### config.mk
export PLATFORM = sky130hd
export DESIGN_NAME = irq_vector_ctrl
export DESIGN_NICKNAME = d
export VERILOG_FILES = /design/src/rtl/isa_irq_pkg.sv /design/src/rtl/irq_priority_encoder.sv /design/src/rtl/irq_vector_ctrl.sv
export SDC_FILE = /design/constraint.sdc
export NUM_CORES = 1
export LEC_CHECK = 0
export BUFFER_PORTS_ARGS = -buffer_cell sky130_fd_sc_hd__buf_2
export CAP_MARGIN = 30
export CORE_MARGIN = 2
export CORE_UTILIZATION = 30
export DETAILED_ROUTE_END_ITERATION = 12
export PLACE_DENSITY = 0.55
export SYNTH_ARGS = -nofsm -noshare
export SYNTH_HDL_FRONTEND = slang
export SYNTH_SLANG_ARGS = --single-unit
### constraint.sdc
create_clock -name instr_clock -period 2.7 [get_ports instr_clock]
set_clock_uncertainty 0.15 [all_clocks]
set_input_delay 0.405 -clock instr_clock [delete_from_list [all_inputs] [get_ports instr_clock]]
set_output_delay 0.405 -clock instr_clock [all_outputs]
set_load 0.005 [all_outputs]
### src/rtl/isa_irq_pkg.sv
// Shared constants for the ISA core's PC path and the vectored interrupt controller.
package isa_irq_pkg;

    // PC-mux select encodings; PCMUX_RETI selects the saved return address.
    localparam logic [1:0] PCMUX_NEXT = 2'b00;
    localparam logic [1:0] PCMUX_W    = 2'b01;
    localparam logic [1:0] PCMUX_LIT  = 2'b10;
    localparam logic [1:0] PCMUX_RETI = 2'b11;

    // Default program counter width of the ISA core.
    localparam int ISA_PC_WIDTH = 11;

endpackage

### src/rtl/irq_priority_encoder.sv
// Fixed-priority encoder: reports whether any request is set and the lowest set index.
module irq_priority_encoder #(
    parameter  int NUM_IRQ = 4,
    localparam int IDW     = (NUM_IRQ > 1) ? $clog2(NUM_IRQ) : 1
) (
    input  logic [NUM_IRQ-1:0] req_i,
    output logic               valid_o,
    output logic [IDW-1:0]     idx_o
);

    // Scan from the top down so the lowest set index is the last one written.
    always_comb begin
        valid_o = 1'b0;
        idx_o   = '0;
        for (int i = NUM_IRQ - 1; i >= 0; i--) begin
            if (req_i[i]) begin
                valid_o = 1'b1;
                idx_o   = IDW'(i);
            end
        end
    end

endmodule

### src/rtl/irq_vector_ctrl.sv
// Vectored, nesting interrupt controller placed between the PC mux and the PC.
// Accepting a request redirects pc_out to the channel vector and pushes pc_next
// with the channel id; a reti select pops one entry.
// Bookkeeping handshake: a request is consumed exactly in the cycle "accept" is
// high, and that is also the cycle pc_out carries the vector address.
module irq_vector_ctrl
    import isa_irq_pkg::*;
#(
    parameter  int                  NUM_IRQ       = 4,
    parameter  int                  PC_WIDTH      = ISA_PC_WIDTH,
    parameter  int                  STACK_DEPTH   = 2,
    parameter  logic [PC_WIDTH-1:0] VECTOR_BASE   = 'h004,
    parameter  int                  VECTOR_STRIDE = 2,
    parameter  logic [NUM_IRQ-1:0]  EDGE_MASK     = '0,
    localparam int                  IDW           = (NUM_IRQ > 1) ? $clog2(NUM_IRQ) : 1,
    localparam int                  DW            = $clog2(STACK_DEPTH + 1)
) (
    input  logic                instr_clock,
    input  logic                reset,
    input  logic [NUM_IRQ-1:0]  irq,
    input  logic [NUM_IRQ-1:0]  irq_enable,
    input  logic                global_ie,
    input  logic [1:0]          pc_mux_control,
    input  logic [PC_WIDTH-1:0] pc_next,
    output logic [PC_WIDTH-1:0] pc_out,
    output logic [PC_WIDTH-1:0] pc_save,
    output logic                in_service,
    output logic [IDW-1:0]      active_id,
    output logic [NUM_IRQ-1:0]  pending
);

    logic [NUM_IRQ-1:0]  prev_q;
    logic [NUM_IRQ-1:0]  edge_pend_q, edge_pend_d;
    logic [DW-1:0]       depth_q, depth_d;
    logic [PC_WIDTH-1:0] stk_pc_q [STACK_DEPTH];
    logic [PC_WIDTH-1:0] stk_pc_d [STACK_DEPTH];
    logic [IDW-1:0]      stk_id_q [STACK_DEPTH];
    logic [IDW-1:0]      stk_id_d [STACK_DEPTH];

    logic                cand_valid;
    logic [IDW-1:0]      cand_idx;
    logic [PC_WIDTH-1:0] top_pc;
    logic [IDW-1:0]      top_id;
    logic                stack_empty, stack_full, is_reti, accept, pop;
    logic [NUM_IRQ-1:0]  clr_mask;

    // Edge channels report their latch; level channels pass the raw line through.
    assign pending = (edge_pend_q & EDGE_MASK) | (irq & ~EDGE_MASK);

    irq_priority_encoder #(.NUM_IRQ(NUM_IRQ)) u_prio (
        .req_i   (pending & irq_enable),
        .valid_o (cand_valid),
        .idx_o   (cand_idx)
    );

    // Select the top-of-stack entry; reads as zero when the stack is empty.
    always_comb begin
        top_pc = '0;
        top_id = '0;
        for (int i = 0; i < STACK_DEPTH; i++) begin
            if (depth_q == DW'(i + 1)) begin
                top_pc = stk_pc_q[i];
                top_id = stk_id_q[i];
            end
        end
    end

    assign stack_empty = (depth_q == '0);
    assign stack_full  = (depth_q == DW'(STACK_DEPTH));
    assign is_reti     = (pc_mux_control == PCMUX_RETI);

    // Only a strictly higher-priority channel may preempt a running handler.
    assign accept = !reset && global_ie && cand_valid && !is_reti && !stack_full &&
                    (stack_empty || (cand_idx < top_id));
    assign pop    = !reset && is_reti && !stack_empty;

    assign clr_mask = accept ? (NUM_IRQ'(1) << cand_idx) : '0;

    assign pc_out     = accept ? (VECTOR_BASE + PC_WIDTH'(cand_idx) * PC_WIDTH'(VECTOR_STRIDE))
                               : pc_next;
    assign pc_save    = top_pc;
    assign active_id  = top_id;
    assign in_service = !stack_empty;

    // Next state of the edge latches and the return stack.
    always_comb begin
        // A new edge in the accepting cycle re-arms the channel, so set wins over clear.
        edge_pend_d = ((edge_pend_q & ~clr_mask) | (irq & ~prev_q)) & EDGE_MASK;
        depth_d     = depth_q;
        stk_pc_d    = stk_pc_q;
        stk_id_d    = stk_id_q;
        if (accept) begin
            for (int i = 0; i < STACK_DEPTH; i++) begin
                if (depth_q == DW'(i)) begin
                    stk_pc_d[i] = pc_next;
                    stk_id_d[i] = cand_idx;
                end
            end
            depth_d = depth_q + DW'(1);
        end else if (pop) begin
            depth_d = depth_q - DW'(1);
        end
    end

    // State registers with synchronous reset.
    always_ff @(posedge instr_clock) begin
        if (reset) begin
            prev_q      <= '0;
            edge_pend_q <= '0;
            depth_q     <= '0;
            for (int i = 0; i < STACK_DEPTH; i++) begin
                stk_pc_q[i] <= '0;
                stk_id_q[i] <= '0;
            end
        end else begin
            prev_q      <= irq;
            edge_pend_q <= edge_pend_d;
            depth_q     <= depth_d;
            stk_pc_q    <= stk_pc_d;
            stk_id_q    <= stk_id_d;
        end
    end

endmodule

==> impl_metrics.tcl, run 1 <==
set metrics [dict create \
    cap_viol_max_count 0 \
    start_kind "flip-flop" \
    syn_area_um2 1610 \
    timing.max_slew.rel_slack_pct 78.8 \
    synth_cell_types 33 \
    irDropWorstVdd_mv 0.219 \
    gp_congestion 0.768 \
    initial_core_util_pct 31.4 \
    cts-htree-levels 1 \
    drive_above_1_share_pct 42.3 \
    grt_overflow_total 0 \
    cts_tree "yes" \
    ctsHoldBuffers 0 \
    grt.total_usage_pct 13.6 \
    setup_violations 0 \
    powerDensity_nw_per_um2 440 \
    grt_first_pass_wirelength_mm 6.68 \
    ys_seq_area_share_pct 34.7 \
    yosys_warnings 0 \
    clk_path_buf_depth 2 \
    clk_latency_ps 260 \
    p_leak_uw 0.00103 \
    crit_fanout 5 \
    coreArea_um2 5140 \
    die-height_um 77.4 \
    portBuffers 52 \
    first_pass_iters 4 \
    worst_pin_slew_ps 319 \
    critical_path_class "flip-flop to primary output" \
    die-area_um2 5980 \
    antenna_cells 0 \
    placed_cell_area_um2 2040 \
    wl_per_cell_um 12.3 \
    layout_commonest_cell "buf_2" \
    numClockSinks 28 \
    die_w_um 77.4 \
    clock-root-buffer "clkbuf_8" \
    numCtsBuffers 3 \
    hp-class "input pin to flip-flop" \
    crit_arrival_ps 2140 \
    nFillCells 554 \
    place_hpwl_mm 3.01 \
    drc_errors 0 \
    synth-seq-cells 28 \
    outcome "complete, no violations" \
    period_share_pct 100 \
    fin_total_pwr_uw 968 \
    rows 26 \
    period_minus_slack_ps 2700 \
    routed_wl_mm 4.07 \
    hold_viol 0 \
    grt_pass1_vias 1414 \
    postSynthAreaPerCell_um2 8.23 \
    endpoint_kind "primary output" \
    grt_setup_unrepaired "yes" \
    synth_nets 224 \
    fin_nets 290 \
    synthCells 196 \
    max_freq_ghz 0.370 \
    grt_max_degree 32 \
    final_area_um2 2200 \
    pin_count 53 \
    final_cell_mix "50 x buf_2, 38 x nand2_1, 26 x dfxtp_1, 20 x buf_4, 18 x nor2b_1" \
    vias 1527 \
    worstPathRequired_ps 2140 \
    hold_ws_ps 243 \
    clkTransAtPathRegs_ps 90 \
    drt_iter0_markers 69 \
    maxSlewViolCount 0 \
    vias_per_cell 4.63 \
    syn_to_final_growth_pct 36.4 \
    detail-route-antenna-nets 0 \
    antenna_found_initial 0 \
]
[power by group]
group	leakage [uW]	total [uW]	internal (uW)	switching, uW
Sequential	0.000227	446	433	12.2
Combinational	0.000779	305	150	155
Clock	0.0000216	218	99.9	118
[critical path: stages (launching register included)]
cell	delay, ps
dfxtp_2	360
buf_6	100
ha_4	130
nand2_2	40
o21a_1	200
ha_4	280
o21ai_2	70
o21a_4	230
buf_4	130
buf_4	130
nor2b_1	90
buf_2	110
[path summary, 6_finish.rpt]
path	slack, ps	to	cells past startpoint	startpoint
max	0.6	pc_out[10]	11	depth_q[0]
min	240	stk_pc_q[0]	2	pc_next[0]
max reg2reg	300	stk_pc_q[6]	11	depth_q[1]
min reg2reg	310	stk_pc_q[16]	2	stk_pc_q[16]
[cell usage after synthesis]
cell type,count,area [um2]
a21bo_2,1,10.0
nand2_1,39,146
buf_4,5,37.5
o21ai_0,13,65.1
and3b_1,1,8.76
inv_1,6,22.5
dfxtp_1,28,561
a22o_1,2,17.5
a211oi_1,1,7.51
o21a_1,2,15.0
mux2_1,1,11.3
mux2_2,6,67.6
buf_1,1,3.75
mux2_4,7,105
nand3_1,12,60.1
a21oi_1,13,65.1
and2_1,1,6.26
nand3b_1,1,7.51
clkbuf_1,7,26.3
a22oi_1,1,7.51
or3_1,1,6.26
nand2b_1,4,25.0
a211oi_2,1,12.5
o211a_2,1,10.0
o211ai_2,1,12.5
ha_1,4,50.1
nor2b_1,18,113
buf_6,2,22.5
a21oi_2,1,8.76
nor2_1,7,26.3
buf_2,1,5.00
a32o_2,1,11.3
mux2i_1,6,60.1
[metrics by stage]
| stage | instances | utilization (%) | setup TNS [ps] | setup slack (ps) |
|---|---|---|---|---|
| 2_1_floorplan | 196 | - | 0 | 23.2 |
| 3_3_place_gp | 324 | 39.8 | -1.54 | -1.54 |
| 3_5_place_dp | 324 | 39.8 | -162 | -70.6 |
| 4_1_cts | 329 | 42.1 | -158 | -57.0 |
| 5_1_grt | 330 | 42.8 | -494 | -107 |
| 6_report | 330 | 42.8 | 0 | 0.586 |
[flip-flops by register name (all words and copies together) (netlist names)]
register	cells
stk_pc_q	22
stk_id_q	4
depth_q	2
[layout make-up]
| cell class | instances | area, um2 | area share (%) |
|---|---|---|---|
| tap | 70 | 87.6 | 3.98 |
| timing repair buffer | 77 | 492 | 22.3 |
| inverter | 6 | 22.5 | 1.02 |
| multi-input combinational | 146 | 995 | 45.2 |
| sequential | 28 | 563 | 25.6 |
| clock buffer | 3 | 41.3 | 1.88 |
[cell families (layout without fill, tap and decap cells)]
kind of cell / after synthesis / count (layout) / share of synthesized area (%)
DFF: 28 / 28 / 34.7
adders and majority gates: 4 / 4 / 3.10
muxes: 20 / 20 / 15.1
AOI/OAI and AO/OA: 38 / 38 / 15.0
and+or+nand+nor: 84 / 84 / 24.7
buffers and inverters: 22 / 86 / 7.29
[metal layers]
| layer | track usage (%) | vias to the layer above | share of wire [%] |
|---|---|---|---|
| met2 | 23.8 | 21 | 51 |
| li1 | - | 786 | - |
| met4 | 2.14 | 0 | 0.69 |
| met5 | 0 | - | 0 |
| met1 | 17.5 | 718 | 45 |
| met3 | 2.56 | 2 | 3.2 |
[repair_timing]
| action | in CTS | in global routing |
|---|---|---|
| gates resized for setup | 17 | 6 |
| setup endpoints to repair | 11 | 11 |
| buffers inserted | 2 | 1 |
| pin swaps | 7 | 4 |
(Power assumes the default switching activity.)
==> run 2: changes to the inputs <==
==> constraint.sdc (replaced) <==
create_clock -name instr_clock -period 2.7 [get_ports instr_clock]
set_clock_uncertainty 0.15 [all_clocks]
set_input_delay 0.27 -clock instr_clock [delete_from_list [all_inputs] [get_ports instr_clock]]
set_output_delay 0.27 -clock instr_clock [all_outputs]
set_load 0.005 [all_outputs]
==> run 2 against run 1 <==
  * Power fell by 0.81%
  * Register-to-register slack improved by 130 ps
  * Clock power rose by 5%
  * Core utilization fell by 1.3 points
  * Critical path depth fell by 2
==> impl_metrics.tcl, run 2 (synthesis results as in run 1) <==
set metrics [dict create \
    syn_to_final_growth_pct 32.2 \
    period_minus_slack_ps 2580 \
    first_pass_iters 4 \
    worst_pin_slew_ps 318 \
    hold_viol 0 \
    worstPathRequired_ps 2280 \
    clk_latency_ps 270 \
    irDropWorstVdd_mv 0.215 \
    hp-class "input pin to flip-flop" \
    startpoint "depth_q[1]" \
    powerDensity_nw_per_um2 450 \
    final.setup.tns_ps 0 \
    maxSlewViolCount 0 \
    grt_setup_unrepaired "no" \
    regArea_um2 566 \
    drt_iter0_markers 51 \
    final_core_util_pct 41.5 \
    critPathBufInv 2 \
    final_cell_mix "52 x buf_2, 38 x nand2_1, 26 x dfxtp_1, 19 x buf_4, 18 x nor2b_1" \
    crit_end "pc_out[1]" \
    place_hpwl_mm 2.98 \
    numCtsBuffers 3 \
    hold_start "pc_next[0]" \
    routed_wl_mm 4.07 \
    critical_path_class "flip-flop to primary output" \
    cpLargestDelayFamily "compound AO/OA/AOI/OAI gates" \
    crit_fanout 7 \
    clk_path_buf_depth 2 \
    crit_top_cell "ha_4" \
    reg.largest.list "stk_pc_q x22, stk_id_q x4, depth_q x2" \
    die_w_um 77.4 \
    crit_cells 9 \
    p_leak_uw 0.000992 \
    layout_commonest_cell "buf_2" \
    rrSetupSlack_ps 430 \
    crit_arrival_ps 2160 \
    cts_tree "yes" \
    largest_reg_flops 22 \
    die-height_um 77.4 \
    grt.total_usage_pct 13.7 \
    numClockSinks 28 \
    grt_overflow_total 0 \
    vias 1486 \
    endpoint_kind "primary output" \
    multi_input_area_um2 981 \
    setup_slack_ps 119 \
    start_kind "flip-flop" \
    grt_pass1_vias 1430 \
    cts-htree-levels 1 \
    fin_nets 287 \
    grt_max_degree 32 \
    outcome "complete, no violations" \
    wl_per_cell_um 12.4 \
    drive_above_1_share_pct 41.2 \
    pre_cts_ws_ps 69.6 \
    hold_ws_ps 98.6 \
    pin_count 53 \
    nFillCells 576 \
    grt_first_pass_wirelength_mm 6.70 \
    coreArea_um2 5140 \
    antenna_cells 0 \
    period_share_pct 95.6 \
    rows 26 \
    path_cells "buf_6, ha_4, nand2_2, o21a_1, ha_4, o21ai_2, o21a_2, mux2_2, buf_2" \
    clock-root-buffer "clkbuf_8" \
    die-area_um2 5980 \
    clkTransAtPathRegs_ps 90 \
    initial_core_util_pct 31.4 \
    portBuffers 52 \
    vias_per_cell 4.54 \
    drc_errors 0 \
    max_freq_ghz 0.387 \
    cap_viol_max_count 0 \
    reg2reg_depth 9 \
    r2r-end "stk_pc_q[5]" \
    regMostFlops "stk_pc_q" \
    gp_congestion 0.756 \
    critPathSlowestCell "dfxtp_2" \
    antenna_found_initial 0 \
    rr_startpoint "depth_q[1]" \
    setup_violations 0 \
    detail-route-antenna-nets 0 \
    timing.max_slew.rel_slack_pct 78.8 \
    max_stage_delay_ps 350 \
]
[run 2: metal layers]
layer / share of wire (%) / global-route usage [%] / up-vias
met3: 3.3 / 2.79 / 2
met2: 51 / 24.1 / 26
met5: 0 / 0 / -
met4: 0.69 / 3.04 / 0
li1: - / - / 786
met1: 45 / 17.3 / 672
[run 2: cell type report]
type	count	share of cell area (%)
sequential	28	26.5
tap	70	4.10
timing repair buffer	74	20.5
multi-input combinational	146	46.0
clock buffer	3	1.93
inverter	6	1.06
[run 2: repair_timing]
item	CTS	global route
hold endpoints to repair	0	0
hold buffers	0	0
pin swaps	2	6
setup endpoints to repair	11	11
buffers inserted	1	6
gates resized for setup	8	10
[run 2: power breakdown]
group	internal, uW	switching [uW]
clock	100	128
sequential	434	12.4
combinational	137	149
total	671	289
[run 2: how the worst min path moves through the flow]
| stage | cells after the start | endpoint |
|---|---|---|
| floorplan | 1 | stk_pc_q[0] |
| global placement | 2 | stk_pc_q[18] |
| detailed placement | 2 | stk_pc_q[11] |
| CTS | 2 | stk_pc_q[0] |
| global route | 2 | stk_pc_q[4] |
| finish | 2 | stk_pc_q[0] |
[run 2: through the flow]
| stage | instances | area (um2) | total power, uW |
|---|---|---|---|
| CTS | 321 | 2050 | 945 |
| finish | 327 | 2130 | 961 |
| global route | 327 | 2130 | 1020 |
| floorplan | 196 | 1610 | 603 |
| global placement | 317 | 1980 | 707 |
| detailed placement | 317 | 1980 | 708 |
